<file path="config.mk">
export PLATFORM = sky130hd
export DESIGN_NAME = write_back_arbiter
export DESIGN_NICKNAME = d
export VERILOG_FILES = /design/src/rtl/wb_pkg.sv /design/src/rtl/wb_fifo.sv /design/src/rtl/write_back_arbiter.sv
export SDC_FILE = /design/constraint.sdc
export NUM_CORES = 1
export LEC_CHECK = 0
export CORE_UTILIZATION = 63
export CTS_BUF_LIST = sky130_fd_sc_hd__clkbuf_16
export DETAILED_ROUTE_END_ITERATION = 6
export DONT_BUFFER_PORTS = 1
export PLACE_DENSITY_LB_ADDON = 0.05
export SYNTH_ARGS = -nofsm -noshare
export SYNTH_HDL_FRONTEND = slang
export SYNTH_HIERARCHICAL = 1
export SYNTH_SLANG_ARGS = --single-unit
export TNS_END_PERCENT = 20
</file>
<file path="constraint.sdc">
create_clock -name clk -period 3.9 [get_ports clk]
set_input_delay 0.78 -clock clk [delete_from_list [all_inputs] [get_ports clk]]
set_output_delay 0.78 -clock clk [all_outputs]
set_load 0.01 [all_outputs]
</file>
<file path="src/rtl/wb_pkg.sv">
// Shared types for the write-back stage: the buffered result entry and the
// round-robin pointer advance used by both register-file arbiters.
package wb_pkg;

  localparam int WB_REG_W   = 32;
  localparam int WB_RADDR_W = 5;

  typedef struct packed {
    logic                  fpr;
    logic [WB_RADDR_W-1:0] rd;
    logic [WB_REG_W-1:0]   data;
  } wb_entry_t;

  // Pointer moves one past the winner so the winner has lowest priority next.
  function automatic int rr_next(input int winner, input int num);
    return (winner + 1 >= num) ? 0 : winner + 1;
  endfunction

endpackage

</file>
<file path="src/rtl/wb_fifo.sv">
// Per-source result FIFO; pointers carry an extra wrap bit so that full and empty
// are told apart without a separate flag.
module wb_fifo
  import wb_pkg::*;
#(
  parameter int DEPTH = 4
) (
  input  logic                     clk,
  input  logic                     rst,
  input  logic                     push,
  input  wb_entry_t                push_entry,
  input  logic                     pop,
  output wb_entry_t                head,
  output logic [$clog2(DEPTH):0]   count,
  output logic                     full
);

  localparam int AW = $clog2(DEPTH);

  wb_entry_t     mem [DEPTH];
  logic [AW:0]   wr_ptr;
  logic [AW:0]   rd_ptr;

  // NOTE: storage is not reset; the pointers alone decide which entries are valid.
  always_ff @(posedge clk) begin
    if (push) mem[wr_ptr[AW-1:0]] <= push_entry;
  end

  // NOTE: registers use <= so every flop samples values from before the edge.
  always_ff @(posedge clk or posedge rst) begin
    if (rst) begin
      wr_ptr <= '0;
      rd_ptr <= '0;
    end else begin
      if (push) wr_ptr <= wr_ptr + (AW+1)'(1);
      if (pop)  rd_ptr <= rd_ptr + (AW+1)'(1);
    end
  end

  assign head  = mem[rd_ptr[AW-1:0]];
  assign count = wr_ptr - rd_ptr;
  assign full  = (wr_ptr[AW-1:0] == rd_ptr[AW-1:0]) && (wr_ptr[AW] != rd_ptr[AW]);

endmodule

</file>
<file path="src/rtl/write_back_arbiter.sv">
// Multi-source write-back: per-source FIFOs feeding independent GPR and FPR
// round-robin arbiters. Optional WB_BYPASS_EN lets an entry skip an empty FIFO.
module write_back_arbiter
  import wb_pkg::*;
#(
  parameter int NUM_SRC     = 3,
  parameter int QUEUE_DEPTH = 4,
  parameter int REG_W       = WB_REG_W,
  parameter int RADDR_W     = WB_RADDR_W
) (
  input  logic                       clk,
  input  logic                       rst,
  input  logic [NUM_SRC-1:0]         src_valid,
  output logic [NUM_SRC-1:0]         src_ready,
  input  logic [NUM_SRC-1:0]         src_fpr,
  input  logic [NUM_SRC*RADDR_W-1:0] src_rd,
  input  logic [NUM_SRC*REG_W-1:0]   src_data,
  output logic                       gpr_we,
  output logic [RADDR_W-1:0]         gpr_waddr,
  output logic [REG_W-1:0]           gpr_wdata,
  output logic                       fpr_we,
  output logic [RADDR_W-1:0]         fpr_waddr,
  output logic [REG_W-1:0]           fpr_wdata,
  output logic                       wb_idle
);

  localparam int PTR_W = (NUM_SRC > 1) ? $clog2(NUM_SRC) : 1;
  localparam int CNT_W = $clog2(QUEUE_DEPTH) + 1;

  wb_entry_t          in_entry   [NUM_SRC];
  wb_entry_t          head       [NUM_SRC];
  wb_entry_t          cand_entry [NUM_SRC];
  logic [CNT_W-1:0]   count      [NUM_SRC];
  logic [NUM_SRC-1:0] full, empty, accept, push, pop, cand_vld;
  logic [NUM_SRC-1:0] gpr_grant, fpr_grant;
  logic               ready_en;
  logic [PTR_W-1:0]   gptr, fptr, gpr_win, fpr_win;
  logic               gpr_any, fpr_any;

  for (genvar i = 0; i < NUM_SRC; i++) begin : g_src
    assign in_entry[i] = '{fpr:  src_fpr[i],
                           rd:   src_rd[i*RADDR_W +: RADDR_W],
                           data: src_data[i*REG_W +: REG_W]};

    wb_fifo #(.DEPTH(QUEUE_DEPTH)) u_fifo (
      .clk        (clk),
      .rst        (rst),
      .push       (push[i]),
      .push_entry (in_entry[i]),
      .pop        (pop[i]),
      .head       (head[i]),
      .count      (count[i]),
      .full       (full[i])
    );

    assign empty[i]     = (count[i] == '0);
    // Ready comes from registered state only, so a full FIFO never push-pops.
    assign src_ready[i] = ready_en & ~full[i];
    assign accept[i]    = src_valid[i] & src_ready[i];

`ifdef WB_BYPASS_EN
    assign cand_vld[i]   = ~empty[i] | accept[i];
    assign cand_entry[i] = empty[i] ? in_entry[i] : head[i];
    assign push[i]       = accept[i] & ~(empty[i] & (gpr_grant[i] | fpr_grant[i]));
    assign pop[i]        = ~empty[i] & (gpr_grant[i] | fpr_grant[i]);
`else
    assign cand_vld[i]   = ~empty[i];
    assign cand_entry[i] = head[i];
    assign push[i]       = accept[i];
    assign pop[i]        = gpr_grant[i] | fpr_grant[i];
`endif
  end

  // NOTE: every output gets a default first so no path through here infers a latch.
  always_comb begin
    int gi, fi;
    gi        = 0;
    fi        = 0;
    gpr_grant = '0;
    fpr_grant = '0;
    gpr_any   = 1'b0;
    fpr_any   = 1'b0;
    gpr_win   = '0;
    fpr_win   = '0;
    for (int k = 0; k < NUM_SRC; k++) begin
      gi = (int'(gptr) + k) % NUM_SRC;
      fi = (int'(fptr) + k) % NUM_SRC;
      if (!gpr_any && cand_vld[gi] && !cand_entry[gi].fpr) begin
        gpr_any       = 1'b1;
        gpr_win       = PTR_W'(gi);
        gpr_grant[gi] = 1'b1;
      end
      if (!fpr_any && cand_vld[fi] && cand_entry[fi].fpr) begin
        fpr_any       = 1'b1;
        fpr_win       = PTR_W'(fi);
        fpr_grant[fi] = 1'b1;
      end
    end
  end

  always_ff @(posedge clk or posedge rst) begin
    if (rst) begin
      ready_en  <= 1'b0;
      gptr      <= '0;
      fptr      <= '0;
      gpr_we    <= 1'b0;
      gpr_waddr <= '0;
      gpr_wdata <= '0;
      fpr_we    <= 1'b0;
      fpr_waddr <= '0;
      fpr_wdata <= '0;
    end else begin
      ready_en <= 1'b1;
      gpr_we   <= 1'b0;
      fpr_we   <= 1'b0;
      if (gpr_any) begin
        gptr <= PTR_W'(rr_next(int'(gpr_win), NUM_SRC));
        // Writes to r0 are consumed silently; the address/data outputs hold.
        if (cand_entry[gpr_win].rd != '0) begin
          gpr_we    <= 1'b1;
          gpr_waddr <= cand_entry[gpr_win].rd;
          gpr_wdata <= cand_entry[gpr_win].data;
        end
      end
      if (fpr_any) begin
        fptr      <= PTR_W'(rr_next(int'(fpr_win), NUM_SRC));
        fpr_we    <= 1'b1;
        fpr_waddr <= cand_entry[fpr_win].rd;
        fpr_wdata <= cand_entry[fpr_win].data;
      end
    end
  end

  assign wb_idle = (&empty) & ~gpr_we & ~fpr_we;

endmodule

</file>
==> summary.md, run 1 <==
| Metric | Value |
|---|---|
| Outcome | `finished, violations left` |
| Violations in the final reports | `design-rule violations` |
| Sum of overflow across all layers after global routing | `0` |
| WL met2 | `26.00 mm` |
| Net count, final | `1429` |
| Worst r2r path cells | `11` |
| Wire length of the first global-routing pass | `74.35 mm` |
| Inserted Diodes | `0` |
| Overall Global Routing Usage | `28.12%` |
| Worst VDD drop | `0.7559 mV` |
| Setup Skew | `0.02024 ns` |
| Number of buffers inserted during clock tree synthesis | `54` |
| Clock tree buffer depth | `3` |
| Share of the synthesized area in the top cell type | `59.52%` |
| Sequential-to-total area share from yosys stat | `70.29%` |
| Endpoints failing setup | `0` |
| Via count of the first global-routing pass | `11790` |
| Clk slew on worst S/H paths | `0.06 ns` |
| Overall via count from detail_route | `11470` |
| Largest cells by area after synthesis | `sky130_fd_sc_hd__edfxtp_1 60%, sky130_fd_sc_hd__mux4_2 11%, sky130_fd_sc_hd__dfrtp_1 11%` |
| Total Routed Length | `50.40 mm` |
| Share of flip-flops with an asynchronous set or reset after synthesis | `17.84%` |
| Number of hold-slack violations in the final timing report | `0` |
| Final period util | `94.44%` |
| Critical path arrival | `4.17 ns` |
| RSZ-0062 raised after global routing | `no` |
| Clock root buffer | `sky130_fd_sc_hd__clkbuf_16` |
| Standard-cell row count | `69` |
| Type of the worst setup path | `register to register` |
| Wire length on met1 | `18.86 mm` |
| Core Area | `35740 um^2` |
| Proportion of power drawn by the clock network | `19.7%` |
| Post-layout minimum cycle time | `3.683 ns` |
| Post-synthesis cell area | `23010 um^2` |
| Layout cell share with drive strength beyond 1 | `26.46%` |
| Mapped Avg Cell Area | `18.54 um^2` |
| Pin count of the biggest net entering global routing | `77` |
| Static leakage power | `8.855 nW` |
| Max Used Layer | `met4` |
| Highest net fanout along the worst path | `36` |
| P_int | `16.26 mW` |
| Number of enable-type register cells in the synthesized netlist | `456` |
| Critical path capture point type | `register` |
| Initial core utilization | `64.37%` |
| Via count normalized by instance count | `6.430` |
| Switching power as a share of total power | `36.75%` |
| Layout overhead on the synthesized area | `10.78%` |
| Number of H-tree levels | `2` |
| Height of the die | `193.1 um` |
| Total of max-cap violations | `0` |
| Clock sink count | `555` |
| Critical R2R Launch | `g_src[2].u_fifo/wr_ptr[0]` |
| DRC viols | `10` |
| Most common cell after layout, fill and taps aside | `sky130_fd_sc_hd__edfxtp_1` |
| Crit path from | `g_src[2].u_fifo/wr_ptr[0]` |
| Dpl hpwl | `34.17 mm` |
| Critical path launch point type | `register` |
| Number of optimization iterations in the first detailed-route pass | `7` |
| Leading cell types in the layout, fill and taps excluded | `456 x sky130_fd_sc_hd__edfxtp_1, 114 x sky130_fd_sc_hd__mux4_2, 94 x sky130_fd_sc_hd__dfrtp_1` |
| Setup TNS | `0 ns` |
| Filler Cell Count | `2170` |
| Net switching power | `9.449 mW` |
| Final routed wire length divided by cell count | `28.25 um` |
| Final Power | `25.71 mW` |
| Port buffer count | `0` |
| Cell type contributing the most total cell area after synthesis | `sky130_fd_sc_hd__edfxtp_1` |
| Max Fclk | `0.2715 GHz` |
| Die Footprint | `37290 um^2` |
| Combinational share of power | `46.8%` |
| Routability-driven placement congestion ratio | `0.9414` |
| Power per Cell Area | `1009 nW/um^2` |
| Flop pwr share | `33.5%` |
| Warning count from the yosys run | `6` |
| Clock network latency to the later pin of the worst-skew pair | `0.62 ns` |
| Seq cells post-synth | `555` |
| Die width | `193.1 um` |
| Relative slew slack | `42.52%` |
| Antenna Nets Post-Route | `0` |
| Syn_nets | `1392` |
| Transition at the pin with the smallest max-transition slack | `0.8405 ns` |
| Top-Level Pins | `199` |
| Pins over their slew limit | `0` |
| Most used flip-flop cell after synthesis | `sky130_fd_sc_hd__edfxtp_1` |
| Required time of the worst setup path | `4.38 ns` |
| DRC violation total after the first TritonRoute iteration | `837` |
| TritonCTS clock tree | `built` |
| Number of distinct library cells after synthesis | `65` |
| Detailed route wirelength on metal3 | `3.782 mm` |
| Worst Hold Class | `input port to asynchronous set/reset pin` |
| Number of instances in the synthesized netlist | `1241` |
| Buffers inserted by post-CTS timing repair | `0` |
| Antenna violations before repair | `0` |
-- layer usage --
layer,up-vias,global-route usage (%)
met1,5962,35.35
met3,87,8.326
met5,-,0
li1,5056,-
met2,366,46.65
met4,0,10.25
-- per-stage QoR --
step                      setup slack [ns]  hold WS, ns  std cells  util [%]  instance area (um^2)
after floorplan                     0.4724       0.4617       1241         -                 23010
after global placement              0.2107       0.4778       1681     66.38                 23730
after detailed placement            0.1319       0.4815       1681     66.38                 23730
after CTS                           0.1124      0.02206       1783     71.27                 25470
after global routing              0.003192      0.06469       1784     71.30                 25490
final                               0.2170      0.05018       1784     71.30                 25490
-- worst max-delay path: stages, from the launching register on --
cell and delay, ns:
sky130_fd_sc_hd__dfrtp_1 0.41, sky130_fd_sc_hd__inv_1 0.10, sky130_fd_sc_hd__ha_1 0.22, sky130_fd_sc_hd__fa_1 0.38, sky130_fd_sc_hd__xnor2_1 0.26, sky130_fd_sc_hd__nor3_1 0.10, sky130_fd_sc_hd__a2111oi_0 0.68, sky130_fd_sc_hd__a31oi_4 0.08
sky130_fd_sc_hd__mux2_2 0.34, sky130_fd_sc_hd__a211oi_4 0.28, sky130_fd_sc_hd__buf_12 0.28, sky130_fd_sc_hd__mux2_2 0.37
-- synthesized netlist by cell type (3+ instances only) --
cell type	count
sky130_fd_sc_hd__edfxtp_1	456
sky130_fd_sc_hd__mux4_2	114
sky130_fd_sc_hd__dfrtp_1	99
sky130_fd_sc_hd__mux2_2	75
sky130_fd_sc_hd__nand2_1	60
sky130_fd_sc_hd__a21oi_1	44
sky130_fd_sc_hd__inv_1	36
sky130_fd_sc_hd__o21ai_0	31
sky130_fd_sc_hd__ha_1	29
sky130_fd_sc_hd__nand3_1	27
sky130_fd_sc_hd__a221o_1	21
sky130_fd_sc_hd__clkbuf_1	21
sky130_fd_sc_hd__mux2_4	20
sky130_fd_sc_hd__and2_1	16
sky130_fd_sc_hd__buf_2	16
sky130_fd_sc_hd__a22o_1	15
sky130_fd_sc_hd__nor2_1	13
sky130_fd_sc_hd__buf_6	12
sky130_fd_sc_hd__buf_1	10
sky130_fd_sc_hd__mux2_1	10
sky130_fd_sc_hd__nor3_1	10
sky130_fd_sc_hd__or3_1	10
sky130_fd_sc_hd__xnor2_1	9
sky130_fd_sc_hd__xor2_1	9
sky130_fd_sc_hd__o211ai_1	7
sky130_fd_sc_hd__a22oi_1	5
sky130_fd_sc_hd__buf_4	4
sky130_fd_sc_hd__mux2i_1	4
sky130_fd_sc_hd__a21o_1	3
sky130_fd_sc_hd__fa_1	3
sky130_fd_sc_hd__nand2b_1	3
sky130_fd_sc_hd__nor2b_1	3
sky130_fd_sc_hd__o221ai_1	3
sky130_fd_sc_hd__o22ai_1	3
sky130_fd_sc_hd__o31ai_1	3
-- final timing paths --
check / endpoint / slack, ns
setup / recovery: gpr_wdata[27] / 0.22
hold / removal: ready_en / 0.05
setup reg to reg: gpr_wdata[27] / 0.22
hold reg to reg: g_src[1].u_fifo/rd_ptr[2] / 0.49
max in group asynchronous: g_src[2].u_fifo/rd_ptr[0] / 2.95
min in group clk: g_src[2].u_fifo/mem[1][37] / 0.25
-- final cells by class --
cell class | count | area [um^2] | share of cell area [%]
Clock buffer | 54 | 1351 | 5.302
Sequential cell | 555 | 16180 | 63.47
Clock inverter | 47 | 386.6 | 1.517
Inverter | 36 | 136.4 | 0.5351
Multi-Input combinational cell | 587 | 6387 | 25.06
Tap cell | 461 | 576.8 | 2.263
Timing Repair Buffer | 44 | 470.5 | 1.846
-- kinds of logic (layout without fill, tap and decap cells) --
| family | count (synthesis) | after routing | synth area share, % |
|---|---|---|---|
| compound gates | 157 | 157 | 4.764 |
| xor+xnor | 18 | 18 | 0.6853 |
| fa+ha+maj | 34 | 34 | 1.925 |
| buf+inv | 99 | 181 | 2.159 |
| flops | 555 | 555 | 70.29 |
| mux | 223 | 223 | 16.80 |
| other cells | 1 | 1 | 0.01630 |
| simple gates | 154 | 154 | 3.361 |
-- registers in the layout (all words and copies together) (netlist names) --
signal / count
fpr_wdata: 32
g_src.u_fifo/wr_ptr: 9
fptr: 2
fpr_we: 1
fpr_waddr: 5
gpr_wdata: 32
gpr_we: 1
g_src.u_fifo/rd_ptr: 9
g_src.u_fifo/mem: 456
gpr_waddr: 5
ready_en: 1
gptr: 2
-- power by group through the flow --
stage	Clock, mW	Sequential (mW)	Combinational, mW
after CTS	5.16	8.63	12.1
after floorplan	0	8.42	9.26
after global placement	0	8.70	11.8
after global routing	5.39	8.73	13.0
final	5.07	8.61	12.0
after detailed placement	0	8.73	12.0
-- timing repair --
action                                 in CTS  in global routing
setup endpoints to repair                   0                 34
hold buffers                                1                  0
endpoints found under the hold margin      18                  0
resized for setup                           0                  1
No activity file was read; power rests on OpenSTA's default activity.
==> run 2: changes to the inputs <==
--- a/config.mk
+++ b/config.mk
@@ -5,6 +5,7 @@
 export SDC_FILE = /design/constraint.sdc
 export NUM_CORES = 1
 export LEC_CHECK = 0
+export CORE_ASPECT_RATIO = 2
 export CORE_UTILIZATION = 63
 export CTS_BUF_LIST = sky130_fd_sc_hd__clkbuf_16
 export DETAILED_ROUTE_END_ITERATION = 6
==> summary.md, run 2 (synthesized netlist as in run 1, its figures left out) <==
| Metric | Value |
|---|---|
| Final routed wire length divided by cell count | `31.74 um (was 28.25 um)` |
| Routability-driven placement congestion ratio | `0.9345 (was 0.9414)` |
| Clock root buffer | `sky130_fd_sc_hd__clkbuf_16 (unchanged)` |
| Layout overhead on the synthesized area | `9.882% (was 10.78%)` |
| Height of the die | `272.3 um (was 193.1 um)` |
| Critical path capture point type | `register (unchanged)` |
| Setup Skew | `0.02164 ns (was 0.02024 ns)` |
| Slack of the worst reg-to-reg path | `0.16 ns (was 0.22 ns)` |
| Net switching power | `9.805 mW (was 9.449 mW)` |
| Relative slew slack | `40.21% (was 42.52%)` |
| Number of buffers inserted during clock tree synthesis | `46 (was 54)` |
| Placement Setup Slack | `0.1172 ns (was 0.1319 ns)` |
| Switching power as a share of total power | `38.03% (was 36.75%)` |
| DRC viols | `0 (was 10)` |
| Leading cell types in the layout, fill and taps excluded | `456 x sky130_fd_sc_hd__edfxtp_1, 114 x sky130_fd_sc_hd__mux4_2, 93 x sky130_fd_sc_hd__dfrtp_1 (was 456 x sky130_fd_sc_hd__edfxtp_1, 114 x sky130_fd_sc_hd__mux4_2, 94 x sky130_fd_sc_hd__dfrtp_1)` |
| Critical path launch point type | `register (unchanged)` |
| Hold slack | `0.01369 ns (was 0.05018 ns)` |
| Wire length of the first global-routing pass | `80.39 mm (was 74.35 mm)` |
| Post-layout minimum cycle time | `3.743 ns (was 3.683 ns)` |
| Top-Level Pins | `199 (unchanged)` |
| P_int | `15.98 mW (was 16.26 mW)` |
| Worst VDD drop | `0.8916 mV (was 0.7559 mV)` |
| Via count normalized by instance count | `6.701 (was 6.430)` |
| Die width | `137.1 um (was 193.1 um)` |
| Max Fclk | `0.2672 GHz (was 0.2715 GHz)` |
| Overall via count from detail_route | `11830 (was 11470)` |
| Standard-cell row count | `98 (was 69)` |
| Required time of the worst setup path | `4.35 ns (was 4.38 ns)` |
| Endpoints failing setup | `0 (unchanged)` |
| Overall Global Routing Usage | `31.17% (was 28.12%)` |
| RSZ-0062 raised after global routing | `no (unchanged)` |
| Setup TNS | `0 ns (unchanged)` |
| Total of max-cap violations | `0 (unchanged)` |
| Number of optimization iterations in the first detailed-route pass | `5 (was 7)` |
| Sequential cell area | `16190 um^2 (was 16180 um^2)` |
| Clock sink count | `555 (unchanged)` |
| Final core area utilization | `70.60% (was 71.30%)` |
| Filler Cell Count | `2285 (was 2170)` |
| Flop pwr share | `33.4% (was 33.5%)` |
| Critical path arrival | `4.19 ns (was 4.17 ns)` |
| Cells after DPL | `1676 (was 1681)` |
| Placed standard-cell area | `23770 um^2 (was 23730 um^2)` |
| Multi-input gate area | `6407 um^2 (was 6387 um^2)` |
| Pins over their slew limit | `0 (unchanged)` |
| Layout cell share with drive strength beyond 1 | `27.38% (was 26.46%)` |
| Number of hold-slack violations in the final timing report | `0 (unchanged)` |
| Final period util | `95.98% (was 94.44%)` |
| Antenna Nets Post-Route | `0 (unchanged)` |
| Clock tree buffer depth | `3 (unchanged)` |
| Number of H-tree levels | `2 (unchanged)` |
| Transition at the pin with the smallest max-transition slack | `0.8968 ns (was 0.8405 ns)` |
| Total Routed Length | `56.02 mm (was 50.40 mm)` |
| Static leakage power | `8.710 nW (was 8.855 nW)` |
| Highest net fanout along the worst path | `21 (was 36)` |
| Most common cell after layout, fill and taps aside | `sky130_fd_sc_hd__edfxtp_1 (unchanged)` |
| Finished Cell Area | `25280 um^2 (was 25490 um^2)` |
| Antenna violations before repair | `1 (was 0)` |
| Core Area | `35800 um^2 (was 35740 um^2)` |
| Type of the worst setup path | `register to register (unchanged)` |
| Via count of the first global-routing pass | `12470 (was 11790)` |
| Final cell count without fillers | `1765 (was 1784)` |
| DRC violation total after the first TritonRoute iteration | `763 (was 837)` |
| Combinational share of power | `48.9% (was 46.8%)` |
| Final Power | `25.78 mW (was 25.71 mW)` |
| Pin count of the biggest net entering global routing | `77 (unchanged)` |
| Setup slack after layout | `0.1569 ns (was 0.2170 ns)` |
| Net count, final | `1426 (was 1429)` |
| Port buffer count | `0 (unchanged)` |
| Worst Hold Class | `input port to asynchronous set/reset pin (unchanged)` |
| Clock network latency to the later pin of the worst-skew pair | `0.58 ns (was 0.62 ns)` |
| Max reg flops | `456 (unchanged)` |
| Die Footprint | `37330 um^2 (was 37290 um^2)` |
| Sum of overflow across all layers after global routing | `0 (unchanged)` |
| Proportion of power drawn by the clock network | `17.6% (was 19.7%)` |
| Dpl hpwl | `37.97 mm (was 34.17 mm)` |
| Outcome | `completed (was finished, violations left)` |
| TritonCTS clock tree | `built (unchanged)` |
| Clk slew on worst S/H paths | `0.07 ns (was 0.06 ns)` |
| Initial core utilization | `64.25% (was 64.37%)` |
| Power per Cell Area | `1020 nW/um^2 (was 1009 nW/um^2)` |
==> run 2: what timing repair did <==
action / CTS / global route
setup buffers: 0 / 0
endpoints found under the hold margin: 10 / 0
setup endpoints to repair: 0 / 29
resized for setup: 0 / 2
hold buffers: 1 / 0
==> run 2: per-layer routing <==
metal,routed length [um],up-vias,track usage (%)
li1,-,5027,-
met1,17840,6194,32.14
met2,30780,460,56.79
met3,3785,147,6.663
met4,3607,0,18.10
met5,0,-,0
==> run 2: area by class of cell <==
type / instances / area share (%)
Timing Repair Buffer: 49 / 1.960
Sequential cell: 555 / 64.03
Inverter: 36 / 0.5444
Clock inverter: 38 / 1.302
Antenna cell: 4 / 0.03960
Tap cell: 450 / 2.227
Multi-Input combinational cell: 587 / 25.35
Clock buffer: 46 / 4.554
==> run 2: worst paths after layout <==
kind / start / end / cells past startpoint
max in group asynchronous: rst / fpr_wdata[13] / 2
min in group clk: src_data[90] / g_src[2].u_fifo/mem[1][26] / 0
worst max register to register: g_src[1].u_fifo/wr_ptr[0] / gpr_wdata[11] / 11
worst min-delay path: rst / g_src[0].u_fifo/rd_ptr[0] / 1
worst min register to register: g_src[2].u_fifo/wr_ptr[2] / g_src[2].u_fifo/wr_ptr[2] / 1
worst max-delay path: g_src[1].u_fifo/wr_ptr[0] / gpr_wdata[11] / 11
==> run 2: worst max-delay path, stage by stage, from the launching register on <==
cell and delay [ns]:
sky130_fd_sc_hd__dfrtp_1 0.41, sky130_fd_sc_hd__inv_1 0.11, sky130_fd_sc_hd__ha_1 0.22, sky130_fd_sc_hd__fa_1 0.50, sky130_fd_sc_hd__inv_1 0.08, sky130_fd_sc_hd__nor3_1 0.47
sky130_fd_sc_hd__nor3_1 0.18, sky130_fd_sc_hd__a22oi_1 0.40, sky130_fd_sc_hd__a21o_2 0.25, sky130_fd_sc_hd__buf_4 0.36, sky130_fd_sc_hd__mux2_2 0.39, sky130_fd_sc_hd__mux2_4 0.25
==> run 2: power by group through the flow <==
stage          registers, mW  clock network, mW  logic [mW]
3_3_place_gp            8.70                  0        12.3
4_1_cts                 8.63               4.61        12.6
3_5_place_dp            8.74                  0        12.6
2_1_floorplan           8.42                  0        9.26
5_1_grt                 8.72               4.80        13.4
6_report                8.62               4.54        12.6
